<file path="config.mk">
export PLATFORM = sky130hd
export DESIGN_NAME = sop_sweep_ctrl
export DESIGN_NICKNAME = d
export VERILOG_FILES = /design/src/rtl/sop_sweep_ctrl.sv
export SDC_FILE = /design/constraint.sdc
export NUM_CORES = 1
export LEC_CHECK = 0
export BUFFER_PORTS_ARGS = -buffer_cell sky130_fd_sc_hd__buf_4
export CAP_MARGIN = 20
export CORE_UTILIZATION = 55
export CTS_CLUSTER_DIAMETER = 100
export DETAILED_ROUTE_END_ITERATION = 8
export HOLD_SLACK_MARGIN = 0.15
export PLACE_DENSITY_LB_ADDON = 0.08
export SLEW_MARGIN = 20
export SYNTH_ARGS = -nofsm -noshare
export SYNTH_HDL_FRONTEND = slang
export SYNTH_SLANG_ARGS = --single-unit
export TNS_END_PERCENT = 50
</file>
<file path="constraint.sdc">
create_clock -name clk -period 3.1 [get_ports clk]
set_input_delay 0.62 -clock clk [delete_from_list [all_inputs] [get_ports clk]]
set_output_delay 0.62 -clock clk [all_outputs]
set_load 0.03 [all_outputs]
</file>
<file path="src/rtl/sop_sweep_ctrl.sv">
// ----------------------------------------------------------------------------
// Module  : sop_sweep_ctrl
// Brief   : Exhaustive 16-vector sweep checker for a 4-input SOP function.
// Revision: 1.0
// ----------------------------------------------------------------------------
`default_nettype none

module sop_sweep_ctrl #(
  parameter int unsigned SETTLE_CYC = 1
) (
  input  logic        clk,
  input  logic        rst_n,
  input  logic        start,
  input  logic        abort,
  input  logic        dut_y,
  output logic [3:0]  abcd,
  output logic        exp_y,
  output logic        busy,
  output logic        done,
  output logic        valid,
  output logic [4:0]  err_count,
  output logic [15:0] fail_vec,
  output logic        pass
);

  typedef enum logic [1:0] {
    ST_IDLE   = 2'd0,
    ST_SETTLE = 2'd1,
    ST_SAMPLE = 2'd2,
    ST_DONE   = 2'd3
  } state_t;

  localparam logic [3:0] c_settle_load = 4'(SETTLE_CYC - 1);

  state_t      r_state;
  logic [3:0]  r_settle_cnt;
  logic [3:0]  r_abcd;
  logic        r_busy;
  logic        r_done;
  logic        r_valid;
  logic [4:0]  r_err_count;
  logic [15:0] r_fail_vec;

  logic w_a, w_b, w_c, w_d;
  logic w_exp_y;
  logic w_mismatch;
  logic w_abort_now;

  assign w_a = r_abcd[3];
  assign w_b = r_abcd[2];
  assign w_c = r_abcd[1];
  assign w_d = r_abcd[0];

  assign w_exp_y     = (w_a & ~w_c) | (w_b & ~w_c & ~w_d) | (w_a & w_b & ~w_d);
  assign w_mismatch  = (dut_y != w_exp_y);
  assign w_abort_now = abort & ((r_state == ST_SETTLE) || (r_state == ST_SAMPLE));

  always_ff @(posedge clk or negedge rst_n) begin
    if (!rst_n) begin
      r_state      <= ST_IDLE;
      r_settle_cnt <= 4'd0;
      r_abcd       <= 4'd0;
      r_busy       <= 1'b0;
      r_done       <= 1'b0;
      r_valid      <= 1'b0;
      r_err_count  <= 5'd0;
      r_fail_vec   <= 16'd0;
    end else begin
      r_done <= 1'b0;
      // Abort wins over any sample taken in the same cycle.
      if (w_abort_now) begin
        r_state     <= ST_IDLE;
        r_abcd      <= 4'd0;
        r_busy      <= 1'b0;
        r_valid     <= 1'b0;
        r_err_count <= 5'd0;
        r_fail_vec  <= 16'd0;
      end else begin
        case (r_state)
          ST_IDLE: begin
            if (start) begin
              r_state      <= ST_SETTLE;
              r_abcd       <= 4'd0;
              r_err_count  <= 5'd0;
              r_fail_vec   <= 16'd0;
              r_valid      <= 1'b0;
              r_busy       <= 1'b1;
              r_settle_cnt <= c_settle_load;
            end
          end
          ST_SETTLE: begin
            if (r_settle_cnt == 4'd0) begin
              r_state <= ST_SAMPLE;
            end else begin
              r_settle_cnt <= r_settle_cnt - 4'd1;
            end
          end
          ST_SAMPLE: begin
            if (w_mismatch) begin
              r_err_count        <= r_err_count + 5'd1;
              r_fail_vec[r_abcd] <= 1'b1;
            end
            if (r_abcd == 4'd15) begin
              r_state <= ST_DONE;
              r_busy  <= 1'b0;
              r_done  <= 1'b1;
            end else begin
              r_abcd       <= r_abcd + 4'd1;
              r_settle_cnt <= c_settle_load;
              r_state      <= ST_SETTLE;
            end
          end
          ST_DONE: begin
            r_valid <= 1'b1;
            r_abcd  <= 4'd0;
            r_state <= ST_IDLE;
          end
          default: r_state <= ST_IDLE;
        endcase
      end
    end
  end

  assign abcd      = r_abcd;
  assign exp_y     = w_exp_y;
  assign busy      = r_busy;
  assign done      = r_done;
  assign valid     = r_valid;
  assign err_count = r_err_count;
  assign fail_vec  = r_fail_vec;
  assign pass      = r_valid & (r_err_count == 5'd0);

endmodule

`default_nettype wire

</file>
* After elaboration in Yosys (flattened, before gate mapping)
Index checks and enable logic that the tools add are counted.
** Storage, ports and cells
- Bits in registers :: 34
- Bits of input ports :: 5
- Output and inout bits :: 30
- Logic and storage cells :: 86
** Operators by class
- $add $sub $neg :: 3
- Order comparisons :: 2
- Equal/unequal tests :: 13
- Muxes and demuxes :: 32
- Bitwise gates (word level) :: 13
- Reduce and logical (&&, ||, !) cells :: 15
** Operators by type and width (count)
- two-way mux 16 bit :: 3
- one-hot mux 16 bit (2 select lines) :: 1
- one-hot mux 4 bit (3 select lines) :: 2
- two-way mux 4 bit :: 5
- OR 16 bit :: 1
- two-way mux 5 bit :: 3
- one-hot mux 5 bit (2 select lines) :: 1
- two-way mux 1 bit :: 9
- inequality test 3 bit (second input constant) :: 3
- AND reduction 3 bit :: 3
- nonzero test 3 bit :: 3
- two-way mux 2 bit :: 4
- one-hot mux 2 bit (4 select lines) :: 1
- bitwise AND 1 bit :: 7
- inequality test 2 bit (second input constant) :: 3
- inequality test 3 x 2 -> 1 bit (second input constant) :: 2
- adder 5 x 1 -> 5 bit (second input constant) :: 1
- zero test 5 bit :: 1
- < comparator 4 x 5 -> 1 bit (second input constant) :: 1
- AND reduction 5 bit :: 1
- adder 4 x 1 -> 4 bit (second input constant) :: 1
- demux 1 bit (select 4 bit) :: 1
- equality test 2 bit (second input constant) :: 2
- equality test 4 bit (second input constant) :: 1
- other kinds (13) :: 18

* Longest topological paths before layout
Gate-level depths: netlist (run 1).
- Depth in word-level cells :: 9
- Depth in mapped cells :: 8
- Depth with buffers taken out :: 7

* Worst setup path after synthesis (run 1)
Ideal clock, no wire load.
- Kind :: reg2reg
- Start :: register r_abcd[1] (netlist: abcd[1])
- End :: register r_err_count[1] (netlist: err_count[1])
- Library setup time :: 0.082 ns
- Arrival time :: 1.922 ns
- Data required time :: 3.018 ns
- Slack :: 1.096 ns
- Stages on the path, launching flop included :: 7
- Buffers on the path :: 1
- Period minus slack after synthesis :: 2.004 ns
- Path through :: dfrtp_1 inv_1 maj3_2 xor2_1 buf_6 or3_1 a31oi_1
** Between the ends
- Word-level cells in the longest chain between the ends :: 8
- Elaborated cells on any way between the ends :: 9
- Those cells by class :: eq/ne: 2; bitwise: 6; reduce/logical: 1
** Ends and longest elaborated chain
- from (decl) :: line 37 : logic [3:0] r_abcd;
- from (signal assigned) :: line 108 : r_abcd <= r_abcd + 4'd1;
- inverter 1 bit (*) :: line 54 : assign w_exp_y = (w_a & ~w_c) | (w_b & ~w_c & ~w_d) | (w_a & w_b & ~w_d);
- bitwise AND 1 bit (2 in a row) :: line 54
- OR 1 bit (*) (2 in a row) :: line 54
- via exp_y :: line 17 : output logic exp_y,
- inequality test 1 bit (*) :: line 55 : assign w_mismatch = (dut_y != w_exp_y);
- inequality test 3 bit (no line) (*)
- AND reduction 3 bit (no line) (*)
- to (signal assigned) :: line 100 : r_err_count <= r_err_count + 5'd1;
- to (decl) :: line 41 : logic [4:0] r_err_count;
The timed path passes the listed nets; every way through them passes the cells marked *.
A chain may end at the register's enable or synchronous reset.

* Final worst setup path (run 1)
- Start :: register r_state[0]
- End :: register r_err_count[2] (netlist: err_count[2])
** Between the ends
- Word-level cells in the longest chain between the ends :: 5
- Elaborated cells on any way between the ends :: 11
- Those cells by class :: eq/ne: 4; mux: 2; bitwise: 1; reduce/logical: 4
** Ends and longest elaborated chain
- from (decl) :: line 35 : state_t r_state;
- from (signal assigned) :: line 60 : r_state <= ST_IDLE;
- from (signal assigned) :: line 72 : r_state <= ST_IDLE;
- from (signal assigned) :: line 82 : r_state <= ST_SETTLE;
- equality test 2 x 1 -> 1 bit / equality test 2 bit (equally long branches) :: line 56, 79
- logical OR 1 bit :: line 56 : assign w_abort_now = abort & ((r_state == ST_SETTLE) || (r_state == ST_SAMPLE));
- bitwise AND 1 bit :: line 56
- inequality test 3 bit (no line) / nonzero test 3 bit (equally long branches)
- AND reduction 3 bit (no line)
Parallel ways exist; a longest one is shown, timed or not.

==> flow_metrics.tcl, run 1 <==
set metrics [dict create \
    worstPathMaxFanout 22 \
    finalSetupViolCount 0 \
    track_usage 0.245 \
    ir_worst_vdd_mv 0.504 \
    cts_setup_buffers 0 \
    port_buffers 34 \
    dr_wl_met2_mm 1.98 \
    antenna_cells 0 \
    p_leak_nw 1.06 \
    cp-start-kind "flip-flop" \
    fin_setup_tns_ns 0 \
    clock_sinks 34 \
    root_buffer "clkbuf_4" \
    clockBufferDepth 2 \
    fin_crit_ns 2.46 \
    core_um2 3360 \
    relSlewSlack 0.605 \
    ys_warn_count 0 \
    synth-seq-area-share 0.436 \
    hold_viol_final 0 \
    cts_buffers 5 \
    pwr-share-clk 0.156 \
    synth_top_flop_cell "dfrtp_1" \
    dp_cells 287 \
    p_sw_mw 0.693 \
    swShare 0.451 \
    multi_input_area_um2 952 \
    synth_nets 230 \
    ios 35 \
    place_congestion 0.875 \
    pwr-share-seq 0.370 \
    syn-instance-count 213 \
    die_w_um 61.6 \
    r2r_slack_ns 0.64 \
    worstPathArrival_ns 2.74 \
    synth_top_area_share 0.436 \
    synth-async-reset-ratio 1.00 \
    synth.largest_area_cell "dfrtp_1" \
    clk_pin_slew_ns 0.11 \
    reg2reg_to "err_count[2]" \
    met3WireLength_um 205 \
    combPwrFrac 0.474 \
    fin_skew_ns 0.00866 \
    final_cells 295 \
    antenna_found_initial 0 \
    num_rows 21 \
    maxUsedRoutingLayer "met4" \
    status "finished clean" \
    grt_pass1_vias 1517 \
    clock_latency_ns 0.34 \
    htree_levels 2 \
    nNetsFinal 265 \
    worstReg2RegStart "r_state[0]" \
    synth_area_um2 1950 \
    syn2layout_area_growth_pct 17.7 \
    post-route-period-util 0.795 \
    m1WireLength_mm 2.05 \
    worst_pin_slew_ns 0.592 \
    synth-edff-count 0 \
    nFillCells 279 \
    dr.first_iter.drc_count 70 \
    final_common_cell "buf_4" \
    crit_required_ns 3.37 \
    yosys.cell_types.count 39 \
    reg2regPathDepth 7 \
    vias 1699 \
    rsz0062_at_grt "no" \
    ctsHoldBuffers 0 \
    grt_pass1_wl_mm 6.77 \
    ant_nets 0 \
    dieArea_um2 3790 \
    worst_hold_path_type "primary input to asynchronous set/reset pin" \
    cts_repair_resize_count 0 \
    wire_per_inst_um 14.6 \
    maxCapViolCount 0 \
    seqCellArea_um2 851 \
    grt_max_degree 35 \
    end_kind "flip-flop" \
    drv_slew 0 \
    most-common-layout-cells "buf_4 (37), dfrtp_1 (34), inv_1 (28), a21oi_1 (25), nand2_1 (16)" \
    detail_route.drc_violations 0 \
    synth_top_cells_by_area "dfrtp_1 (44%), ha_1 (7.7%), o2111ai_1 (6.7%)" \
    path_class "flip-flop to flip-flop" \
    synth-seq-cells 34 \
    routed_via_density 5.76 \
    fp.dieH_um 61.6 \
    crit_end "err_count[2]" \
    globalRouteOverflowTotal 0 \
    first_pass_iters 4 \
    hpwl_mm 3.20 \
    startpoint "r_state[0]" \
    drive_above_1_share 0.197 \
    pwr_density_cell_nw_per_um2 669 \
    initial_core_util 0.581 \
    syn_area_per_cell_um2 9.17 \
    routed_wl_mm 4.30 \
    internal-power_mw 0.844 \
    max_freq_ghz 0.406 \
    cts_tree "yes" \
]
[power groups by stage]
| stage | Clock (mW) | Sequential [mW] | Combinational (mW) |
|---|---|---|---|
| floorplan | 0 | 0.619 | 0.475 |
| global placement | 0 | 0.569 | 0.685 |
| detailed placement | 0 | 0.577 | 0.719 |
| CTS | 0.246 | 0.569 | 0.722 |
| global route | 0.260 | 0.579 | 0.814 |
| finish | 0.240 | 0.569 | 0.729 |
[synth_stat cells, types with 3 or more instances]
cell	number
nand2_1	16
nand3_1	4
nand4_1	4
mux2i_1	3
o21ai_0	10
o2111ai_1	15
o31ai_1	3
clkbuf_1	5
ha_1	12
inv_1	28
nor2b_1	3
dfrtp_1	34
buf_2	3
nand2b_1	7
nor2_1	9
a21oi_1	25
[worst min path at each step]
stage / start / to
floorplan: rst_n / abcd[0]
global placement: fail_vec[4] / fail_vec[4]
detailed placement: fail_vec[1] / fail_vec[1]
CTS: rst_n / fail_vec[2]
global route: rst_n / fail_vec[2]
finish: rst_n / fail_vec[6]
[cells by family (layout without fill, tap and decap cells)]
logic type / count (synthesis) / count (layout) / share of synthesized area
adder cells (fa/ha/maj): 13 / 13 / 0.0826
XOR/XNOR: 1 / 1 / 0.00449
buffers and inverters: 37 / 73 / 0.0769
flip-flops: 34 / 34 / 0.436
multiplexers: 4 / 4 / 0.0231
AO/OA/AOI/OAI: 67 / 67 / 0.222
AND/OR/NAND/NOR: 57 / 57 / 0.155
[per-layer routing]
layer  up-vias  track usage
met5         -            0
met4         0       0.0825
met3         8       0.0693
met2        43        0.378
met1       816        0.333
li1        832            -
[per-stage QoR]
step	utilization	worst slack, ns	hold WS [ns]	area (µm²)	power, mW
floorplan	-	1.10	0.324	1950	1.09
global placement	0.667	0.830	0.503	2240	1.25
detailed placement	0.667	0.696	0.507	2240	1.30
CTS	0.683	0.642	0.218	2300	1.54
global route	0.683	0.481	0.233	2300	1.65
finish	0.683	0.636	0.206	2300	1.54
[critical path, cell delays in order (launching register included)]
cell	delay, ns
dfrtp_1	0.44
inv_1	0.09
ha_1	0.31
inv_1	0.48
nor2_1	0.14
mux2_4	0.31
or4_1	0.46
a21oi_1	0.16
[registers in the layout (all words and copies together) (netlist names)]
name	flops
err_count	5
busy	1
fail_vec	16
abcd	4
r_state	2
r_settle_cnt	4
valid	1
done	1
[cell type report]
cell class / instances / area share
multi-input cells: 142 / 0.414
flip-flops and latches: 34 / 0.370
repair buffers: 37 / 0.121
inverters: 28 / 0.0457
well taps: 46 / 0.0250
clock buffers: 6 / 0.0180
clock inverters: 2 / 0.00599
Note: power is estimated with default switching activity, not from simulation.
==> run 2: changes to the inputs <==
--- a/config.mk
+++ b/config.mk
@@ -7,7 +7,7 @@
 export LEC_CHECK = 0
 export BUFFER_PORTS_ARGS = -buffer_cell sky130_fd_sc_hd__buf_4
 export CAP_MARGIN = 20
-export CORE_UTILIZATION = 55
+export CORE_UTILIZATION = 50
 export CTS_CLUSTER_DIAMETER = 100
 export DETAILED_ROUTE_END_ITERATION = 8
 export HOLD_SLACK_MARGIN = 0.15
==> constraint.sdc (replaced) <==
create_clock -name clk -period 2.1 [get_ports clk]
set_input_delay 0.42 -clock clk [delete_from_list [all_inputs] [get_ports clk]]
set_output_delay 0.42 -clock clk [all_outputs]
set_load 0.03 [all_outputs]
==> flow_metrics.tcl, run 2 (same netlist as run 1, synthesis figures left out) <==
set metrics [dict create \
    ant_nets 0 \
    use_met3 0.0405 \
    ir_worst_vdd_mv 0.598 \
    root_buffer "clkbuf_8" \
    clockBufferDepth 2 \
    relSlewSlack 0.716 \
    worstPathMaxFanout 8 \
    cp-start-kind "flip-flop" \
    end_kind "flip-flop" \
    hold_viol_final 0 \
    max_stage_delay_ns 0.46 \
    fin_crit_ns 1.94 \
    final_common_cell "buf_4" \
    hold_path_startpoint "start" \
    ios 35 \
    critical_path_buf_inv_count 2 \
    antenna_cells 0 \
    globalRouteOverflowTotal 0 \
    crit_path_frequent_cell "inv_1" \
    fin_setup_tns_ns 0 \
    crit_required_ns 2.31 \
    port_buffers 34 \
    path_class "flip-flop to flip-flop" \
    worst_hold_path_type "primary input to flip-flop" \
    crit_chain "inv_1, ha_1, inv_1, nor2_1, mux2_4, or4_1, a21oi_1" \
    use_met1 0.292 \
    core_um2 3720 \
    final_cells 309 \
    first_pass_iters 4 \
    finalSetupViolCount 0 \
    antenna_found_initial 0 \
    syn2layout_area_growth_pct 24.4 \
    clock_latency_ns 0.28 \
    clock_sinks 34 \
    die_w_um 64.5 \
    p_leak_nw 1.14 \
    pwr_density_cell_nw_per_um2 1030 \
    dpl_cell_area_um2 2330 \
    fin_skew_ns 0.00602 \
    utilization 0.654 \
    top_usage_layer "met2" \
    r2r_slack_ns 0.16 \
    routed_wl_mm 4.09 \
    worstReg2RegStart "r_state[0]" \
    post-route-period-util 0.923 \
    routed_via_density 5.52 \
    dp_cells 300 \
    worst_pin_slew_ns 0.426 \
    cts_tree "yes" \
    cts_repair_resize_count 0 \
    drv_slew 0 \
    rsz0062_at_grt "no" \
    vias 1705 \
    cts_setup_buffers 0 \
    startpoint "r_state[0]" \
    status "finished clean" \
    grt_pass1_vias 1592 \
    detail_route.drc_violations 0 \
    drive_above_1_share 0.230 \
    ctsHoldBuffers 1 \
    htree_levels 2 \
    worstPathArrival_ns 2.15 \
    grt_max_degree 35 \
    largest_register_ffs 16 \
    track_usage 0.214 \
    maxCapViolCount 0 \
    grt_pass1_wl_mm 7.02 \
    slowest_stage "or4_1" \
    hpwl_mm 3.03 \
    fp.dieH_um 64.5 \
    max_freq_ghz 0.516 \
    stdcell_area_um2 2430 \
    dieArea_um2 4160 \
    cts_buffers 5 \
    critPathTopFamily "simple AND/OR/NAND/NOR gates" \
    place_congestion 0.835 \
    wire_per_inst_um 13.2 \
    clk_pin_slew_ns 0.07 \
    num_rows 22 \
    dr.first_iter.drc_count 119 \
    initial_core_util 0.526 \
    most-common-layout-cells "buf_4 (48), dfrtp_1 (34), inv_1 (28), a21oi_1 (25), nand2_1 (16)" \
    grtUsageMet2 0.342 \
    nFillCells 347 \
    nNetsFinal 277 \
]
==> run 2: changes by cell type in the layout (fill, tap and decap cells not counted) <==
cell / change
dlygate4sd3_1: +1
buf_4: +11
clkbuf_8: +6
clkbuf_4: -5
clkinv_4: -1
==> run 2: layer usage <==
metal / part of all wire / up-vias
met5: 0 / -
met4: 0.0046 / 0
met3: 0.036 / 3
li1: - / 853
met2: 0.45 / 33
met1: 0.51 / 816
==> run 2: stage by stage <==
step	hold slack (ns)	setup WS (ns)	power (mW)
after floorplan	0.124	0.0960	1.61
after global placement	0.392	0.211	2.00
after detailed placement	0.397	0.195	2.02
after CTS	0.462	0.169	2.52
after global routing	0.500	0.0344	2.70
final	0.463	0.162	2.50
==> run 2: worst reg2reg max path: stages, from the launching register on <==
cell and delay [ns]:
dfrtp_1 0.41, inv_1 0.09, ha_1 0.21, inv_1 0.18, nor2_1 0.09, mux2_4 0.28
or4_1 0.46, a21oi_1 0.15
==> run 2: final cells by class <==
cell class / count / area, µm² / share of cell area
clock inverters: 1 / 5.00 / 0.00206
flip-flops and latches: 34 / 851 / 0.350
repair buffers: 49 / 370 / 0.152
clock buffers: 7 / 86.3 / 0.0355
multi-input cells: 142 / 952 / 0.392
inverters: 28 / 105 / 0.0433
well taps: 48 / 60.1 / 0.0247
==> run 2: worst paths after layout <==
check | to | depth (start not counted)
min in group asynchronous | fail_vec[13] | 2
setup / recovery | err_count[2] | 7
hold / removal | valid | 4
hold reg to reg | fail_vec[0] | 2
max in group asynchronous | abcd[3] | 2
setup reg to reg | err_count[2] | 7
==> run 2: report_power, final <==
part           internal (mW)  switching [mW]  leakage [nW]  total [mW]
Sequential             0.743          0.0817         0.463       0.825
Clock                  0.264           0.229        0.0482       0.493
Combinational          0.467           0.718         0.627        1.18
